File: config.mk
export PLATFORM = sky130hd
export DESIGN_NAME = sprite_collide
export DESIGN_NICKNAME = d
export VERILOG_FILES = /design/src/rtl/sprite_collide.sv
export SDC_FILE = /design/constraint.sdc
export NUM_CORES = 1
export LEC_CHECK = 0
export BUFFER_PORTS_ARGS = -buffer_cell sky130_fd_sc_hd__buf_2
export CELL_PAD_IN_SITES_DETAIL_PLACEMENT = 0
export CELL_PAD_IN_SITES_GLOBAL_PLACEMENT = 1
export CORE_MARGIN = 5
export CORE_UTILIZATION = 42
export DETAILED_ROUTE_END_ITERATION = 12
export PLACE_DENSITY = 0.76
export SLEW_MARGIN = 40
export SYNTH_ARGS = -nofsm -noshare
export SYNTH_HDL_FRONTEND = slang
export SYNTH_SLANG_ARGS = --single-unit
File: constraint.sdc
create_clock -name clk -period 3.3 [get_ports clk]
set_input_delay 0.495 -clock clk [delete_from_list [all_inputs] [get_ports clk]]
set_output_delay 0.495 -clock clk [all_outputs]
set_load 0.02 [all_outputs]
File: src/rtl/sprite_collide.sv
// sprite_collide: frame-synchronous player/monster collision detector.
//   Watches per-pixel sprite outputs during the scan, counts opaque overlap
//   pixels per monster, and reports at most one hit event per frame, followed
//   by an optional invincibility cooldown.
// Latency: overlap pixels are counted one cycle after the beam (stage S1);
//   hit and its outputs appear the cycle after the frame pulse.
// Backpressure: none; the block is a pure observer and never stalls the scan.
// Ports:
//   clk, rst, replay            clock, synchronous active-high reset / restart
//   frame, de, sx, sy           frame pulse, visible-area flag, beam position
//   player_drawing/pix          player sprite drawing flag and palette index
//   mon_drawing/mon_pix         per-monster drawing flags and packed indices
//   hit, hit_mask, hit_x/y      hit pulse, qualifying monsters, first hit coords
//   invincible, hit_count       cooldown flag, saturating accepted-hit count
module sprite_collide #(
  parameter int CORDW           = 16,
  parameter int NUM_MON         = 4,
  parameter int COLR_BITS       = 4,
  parameter int TRANS_IDX       = 0,
  parameter int MIN_OVERLAP     = 4,
  parameter int COOLDOWN_FRAMES = 60
) (
  input  logic                           clk,
  input  logic                           rst,
  input  logic                           replay,
  input  logic                           frame,
  input  logic                           de,
  input  logic signed [CORDW-1:0]        sx,
  input  logic signed [CORDW-1:0]        sy,
  input  logic                           player_drawing,
  input  logic [COLR_BITS-1:0]           player_pix,
  input  logic [NUM_MON-1:0]             mon_drawing,
  input  logic [NUM_MON*COLR_BITS-1:0]   mon_pix,
  output logic                           hit,
  output logic [NUM_MON-1:0]             hit_mask,
  output logic signed [CORDW-1:0]        hit_x,
  output logic signed [CORDW-1:0]        hit_y,
  output logic                           invincible,
  output logic [7:0]                     hit_count
);

  localparam int CW = $clog2(MIN_OVERLAP + 1);
  localparam int DW = (COOLDOWN_FRAMES > 0) ? $clog2(COOLDOWN_FRAMES + 1) : 1;
  localparam logic [CW-1:0]        CNT_MAX   = CW'(MIN_OVERLAP);
  localparam logic [COLR_BITS-1:0] TRANS     = COLR_BITS'(TRANS_IDX);
  localparam logic [DW-1:0]        COOL_INIT = DW'(COOLDOWN_FRAMES);

  typedef enum logic [1:0] {IDLE, ARMED, COOLDOWN} state_t;

  state_t                  state, state_nxt;
  logic                    clr;
  logic [NUM_MON-1:0]      ov;
  logic [NUM_MON-1:0]      s1_ov;
  logic signed [CORDW-1:0] s1_x, s1_y;
  logic [CW-1:0]           cnt     [NUM_MON];
  logic [CW-1:0]           cnt_upd [NUM_MON];
  logic [NUM_MON-1:0]      qual;
  logic                    cand_vld;
  logic signed [CORDW-1:0] cand_x, cand_y;
  logic signed [CORDW-1:0] eval_x, eval_y;
  logic [DW-1:0]           cool, cool_nxt;
  logic                    accept;

  assign clr = rst | replay;

  // Opaque overlap of the player with each monster at the current beam pixel.
  always_comb begin
    ov = '0;
    for (int i = 0; i < NUM_MON; i++) begin
      ov[i] = de & player_drawing & (player_pix != TRANS) & mon_drawing[i]
            & (mon_pix[i*COLR_BITS +: COLR_BITS] != TRANS);
    end
  end

  // Counts as they stand after this cycle's S1 contribution; the frame
  // evaluation looks at these so the last visible pixel is never lost.
  always_comb begin
    qual = '0;
    for (int i = 0; i < NUM_MON; i++) begin
      cnt_upd[i] = cnt[i];
      if (s1_ov[i] && (cnt[i] != CNT_MAX)) cnt_upd[i] = cnt[i] + CW'(1);
      qual[i] = (cnt_upd[i] == CNT_MAX);
    end
  end

  // If nothing had qualified before this cycle, the qualifying pixel is the
  // one currently in S1.
  assign eval_x = cand_vld ? cand_x : s1_x;
  assign eval_y = cand_vld ? cand_y : s1_y;

  always_ff @(posedge clk) begin
    if (clr) state <= IDLE;
    else     state <= state_nxt;
  end

  always_comb begin
    state_nxt = state;
    cool_nxt  = cool;
    accept    = 1'b0;
    if (frame) begin
      unique case (state)
        IDLE: state_nxt = ARMED;
        ARMED: begin
          if (|qual) begin
            accept = 1'b1;
            if (COOLDOWN_FRAMES > 0) begin
              state_nxt = COOLDOWN;
              cool_nxt  = COOL_INIT;
            end
          end
        end
        COOLDOWN: begin
          cool_nxt = cool - DW'(1);
          // The frame that ends the cooldown re-arms but is not evaluated.
          if (cool == DW'(1)) state_nxt = ARMED;
        end
        default: state_nxt = IDLE;
      endcase
    end
  end

  always_ff @(posedge clk) begin
    if (clr) begin
      s1_ov      <= '0;
      s1_x       <= '0;
      s1_y       <= '0;
      for (int i = 0; i < NUM_MON; i++) cnt[i] <= '0;
      cand_vld   <= 1'b0;
      cand_x     <= '0;
      cand_y     <= '0;
      cool       <= '0;
      hit        <= 1'b0;
      hit_mask   <= '0;
      hit_x      <= '0;
      hit_y      <= '0;
      invincible <= 1'b0;
      hit_count  <= '0;
    end else begin
      s1_ov      <= ov;
      s1_x       <= sx;
      s1_y       <= sy;
      cool       <= cool_nxt;
      invincible <= (state_nxt == COOLDOWN);
      hit        <= accept;
      if (accept) begin
        hit_mask <= qual;
        hit_x    <= eval_x;
        hit_y    <= eval_y;
        if (hit_count != 8'hFF) hit_count <= hit_count + 8'd1;
      end
      if (frame) begin
        for (int i = 0; i < NUM_MON; i++) cnt[i] <= '0;
        cand_vld <= 1'b0;
      end else begin
        for (int i = 0; i < NUM_MON; i++) cnt[i] <= cnt_upd[i];
        if (!cand_vld && (|qual)) begin
          cand_vld <= 1'b1;
          cand_x   <= s1_x;
          cand_y   <= s1_y;
        end
      end
    end
  end

endmodule

# --- After elaboration in Yosys (flattened, before gate mapping) ---
# Memories as Yosys holds them, arrays and structs flattened.
# Cells that the tools add are included.
# W data, S select, Z words.
word_totals:
  ramBits: 12
  mem_count: 1
  register_bits: 123
  output_inout_bits: 46
  in_bits: 62
  word_cells: 104
memory_table:
  columns: ["memory", "words", "word_bits", "read_ports", "rd_ports_with_merged_regs", "wr", "line", "rtl"]
  rows:
  - ["cnt", 4, 3, 4, 0, 4, "55", "logic [CW-1:0] cnt [NUM_MON];"]
op_classes:
  bitwise_logic: 20
  reduce_logical: 18
  addsub: 6
  n_eq_ne: 14
  mux: 31
op_table:
  columns: ["cell", "count"]
  rows:
  - ["$mux W3", 12]
  - ["$mux W16", 2]
  - ["$reduce_bool A4 Y1", 5]
  - ["$add A3 B1 Y3 const B", 4]
  - ["$eq A3 B3 Y1 const B", 4]
  - ["$ne A3 B3 Y1 const B", 4]
  - ["$pmux W6 S2", 1]
  - ["$mux W1", 11]
  - ["$and A1 B1 Y1", 10]
  - ["$or A1 B1 Y1", 9]
  - ["$add A8 B1 Y8 const B", 1]
  - ["$ne A8 B8 Y1 const B", 1]
  - ["$eq A6 B1 Y1 const B", 1]
  - ["$mux W2", 3]
  - ["$mux W6", 1]
  - ["$pmux W2 S3", 1]
  - ["$sub A6 B1 Y6 const B", 1]
  - ["$logic_and A1 B1 Y1", 5]
  - ["$eq A2 B2 Y1 const B", 2]
  - ["$reduce_and A2 Y1", 2]
  - ["$reduce_or A4 Y1", 1]
  - ["$reduce_and A3 Y1", 1]
  - ["$eq A2 B1 Y1 const B", 1]
  - ["$logic_not A2 Y1", 1]
  - ["other kinds (5)", 5]

# --- Depth between registers and ports, before layout ---
depth:
  depth_word: 9
  ltp_mapped: 10
  depth_no_buf: 8

# --- Least setup slack after synthesis ---
# No wires, ideal clock.
synth_path:
  path_type: "flip-flop to flip-flop"
  start: "memory cnt[3][0] (netlist bit)"
  end: "register hit_count[4]"
  setup_slack_ps: 1010
  synth_period_minus_slack_ps: 2290
  stages_incl_launch_ff: 8
  setup_ps: 70
  arrival_ps: 2220
  path_buffers: 0
  required_ps: 3230
  cell_sequence: "edfxtp_1 > ha_1 > or3b_1 > a211oi_2 > a31o_4 > o41ai_4 > or4_1 > a21oi_1"
synth_rtl:
  columns: ["element", "line", "rtl"]
  rows:
  - ["from (decl)", "55", null]
  - ["to (signal assigned)", "149", "if (hit_count != 8'hFF) hit_count <= hit_count + 8'd1;"]
  - ["to (decl)", "39", "output logic [7:0] hit_count"]

==> qor.csv <==
stage;metric;value;unit
outcome;status;finished clean;
grt;grt_start_max_net_pins;106;
detailed_routing;viasPerCell;5.00;
grt;grt_antenna_before_repair;0;
sta;fin_setup_tns;0;ns
logic_synthesis;synthSimpleGateAreaFrac;0.187;
floorplan;fp.dieH;125;um
finish;design_area;6780;um^2
floorplan;start_util;0.423;
pwr;p_per_area;536;nW/um^2
setup_path;crit_arrival;2.95;ns
cts;cts_hold_buf;0;
sta;setup_viol;0;
detailed_routing;ant_nets;0;
job;maxCapViolCount;0;
sta;hold_viol_final;0;
cts;clk_latency;0.41;ns
pwr;netSwitchingFraction;0.214;
setup_path;cp_max_fo;10;
pwr;p_int;2.86;mW
finish;drive_gt1_frac;0.216;
cts;clk_pin_slew;0.05;ns
logic_synthesis;synth-compound-area-share;0.169;
grt;use_met2;0.241;
logic_synthesis;yosysWarnings;0;
setup_path;required;3.63;ns
pwr;total_leakage_power;2.56;nW
pwr;peakVddDrop;298;uV
setup_path;end_kind;flip-flop;
detailed_routing;routed_wl;12300;um
detailed_routing;vias;4375;
cts;post-cts-setup-buffers;0;
sta;fin_worst_skew;0.00897;ns
floorplan;coreArea;13100;um^2
sta;drv_slew;0;
placement;hpwl;8060;um
finish;area_delta_synth_final;22.7;%
sta;fin_ws;0.688;ns
placement;placed_area;6240;um^2
grt;grt_usage;0.160;
setup_path;critical_path_class;flip-flop to flip-flop;
detailed_routing;drt_iter0_drc;246;
logic_synthesis;syn_area;5530;um^2
sta;finalCritPeriodShare;0.792;
placement;pre_cts_slack;0.761;ns
setup_path;startpoint_type;flip-flop;
grt;use_met1;0.209;
pwr;p_comb_frac;0.054;
cts;ctsResizeCount;0;
cts;cts_inserted_buffers;17;
logic_synthesis;synthCells;588;
finish;layout.cells.non_filler;875;
sta;worst_pin_slew;0.726;ns
finish;utilization;0.518;
sta;rsz0062_at_grt;false;
sta;hold_slack;0.277;ns
logic_synthesis;synth_top_family_by_area;simple AND/OR/NAND/NOR gates;
grt;grt.busiest_layer;met2;
min_path;hold_class;primary input to flip-flop;
logic_synthesis;seq_area_frac_synth;0.505;
finish;final_common_cell;dfxtp_1;
grt;grt_pass1_vias;4159;
logic_synthesis;synth_mux_area_frac;0.0597;
detailed_routing;drc_errors;0;
floorplan;num_io_pins;108;
pwr;p_seq_frac;0.467;
logic_synthesis;synthAdderAreaFrac;0.0249;
logic_synthesis;synth-async-reset-ratio;0;
floorplan;chipWidth;125;um
grt;grtUsageMet3;0.0557;
floorplan;design.die.area;15600;um^2
logic_synthesis;ys_seq_elements;135;
detailed_routing;dr.pass1.iters;4;
placement;place_inst;847;
logic_synthesis;synth_xor_area_frac;0.0158;
placement;gp_congestion;0.740;
detailed_routing;wire_per_inst;14.1;um
grt;grt_pass1_wl;20300;um
pwr;p_sw;0.776;mW
logic_synthesis;synthDistinctLibCells;54;
logic_synthesis;avgSynthCellArea;9.40;um^2
logic_synthesis;synth_edf_count;9;
pwr;clockPowerShare;0.479;
floorplan;num_rows;42;
sta;max_slew_margin;0.516;
pwr;p_total;3.63;mW
finish;final_cell_mix;dfxtp_1, buf_2, nor2_1;
sta;clock.fmax;383;MHz
placement;io_buffers;107;
finish;finalNetCount;763;
cts;cts_tree;done;
cts;cts-root-buf;clkbuf_16;
logic_synthesis;ys.flop_type;dfxtp_1;
cts;cts_sinks;135;
sta;post-route-min-period;2.61;ns
grt;overflow;0;
finish;diodes;0;
cts;h-tree-depth;4;
cts;cts_buffer_depth;2;
[final timing paths]
kind | cells after the start | slack [ns] | to | startpoint
worst max-delay path | 8 | 0.69 | hit_count[4] | cnt[0][0]
worst min-delay path | 2 | 0.28 | s1_y[6] | sy[6]
worst max register to register | 8 | 0.69 | hit_count[4] | cnt[0][0]
worst min register to register | 2 | 0.45 | cand_x[2] | s1_x[2]
[metal layers]
metal | part of all wire | routed length, um | vias up
met3 | 0.057 | 698 | 11
met5 | 0 | 0 | -
met2 | 0.44 | 5440 | 103
met1 | 0.49 | 6010 | 1991
li1 | - | - | 2270
met4 | 0.013 | 154 | 0
[state kept, by name (all words and copies together) (netlist names)]
signal	count
cand_y	16
s1_y	16
hit_x	16
hit_count	8
s1_x	16
cnt	12
hit	1
s1_ov	4
cand_vld	1
invincible	1
cand_x	16
cool	6
hit_mask	4
state	2
hit_y	16
[power groups by stage]
stage	registers (mW)	logic [mW]	clock network, mW
CTS	1.70	0.198	1.78
global route	1.70	0.217	1.86
floorplan	1.73	0.123	0
detailed placement	1.73	0.198	0
finish	1.70	0.195	1.74
global placement	1.73	0.191	0
[Yosys cell counts (3+ instances only)]
master	count	area [um^2]
nand3_1	36	180
xnor2_1	5	43.8
o41ai_1	5	43.8
nor2_1	61	229
nor4_1	3	18.8
and2_1	34	213
o31ai_1	4	30.0
or4_1	5	37.5
buf_2	7	35.0
a31oi_1	4	25.0
o21ai_0	41	205
a32o_1	4	40.0
xor2_1	5	43.8
nand2_1	52	195
clkbuf_1	29	109
edfxtp_1	9	270
inv_1	15	56.3
ha_1	11	138
a21oi_1	18	90.1
a211oi_1	33	248
nand2b_1	5	31.3
nand4_1	3	18.8
dfxtp_1	126	2520
mux2i_1	33	330
nor3_1	5	25.0
[critical path, stage by stage, from the launching register on]
cell	delay [ns]
edfxtp_1	0.42
inv_1	0.09
ha_1	0.24
nor2_1	0.14
mux2i_1	0.12
o31ai_2	0.56
o41ai_4	0.25
or4_1	0.53
a21oi_1	0.16
[layout make-up]
cell class | instances | area [um^2]
fillers | 1195 | 6300
flip-flops and latches | 135 | 2790
multi-input cells | 409 | 2580
repair buffers | 112 | 593
clock buffers | 24 | 493
well taps | 176 | 220
inverters | 15 | 56.3
clock inverters | 4 | 45.0
[kinds of logic (layout without fill, tap and decap cells)]
kind of cell	after synthesis	after routing
AO/OA/AOI/OAI	131	131
XOR/XNOR	10	10
adder cells (fa/ha/maj)	11	11
buffers and inverters	52	155
flip-flops	135	135
multiplexers	33	33
other	1	9
AND/OR/NAND/NOR	215	215
Note: power is estimated with default switching activity, not from simulation.
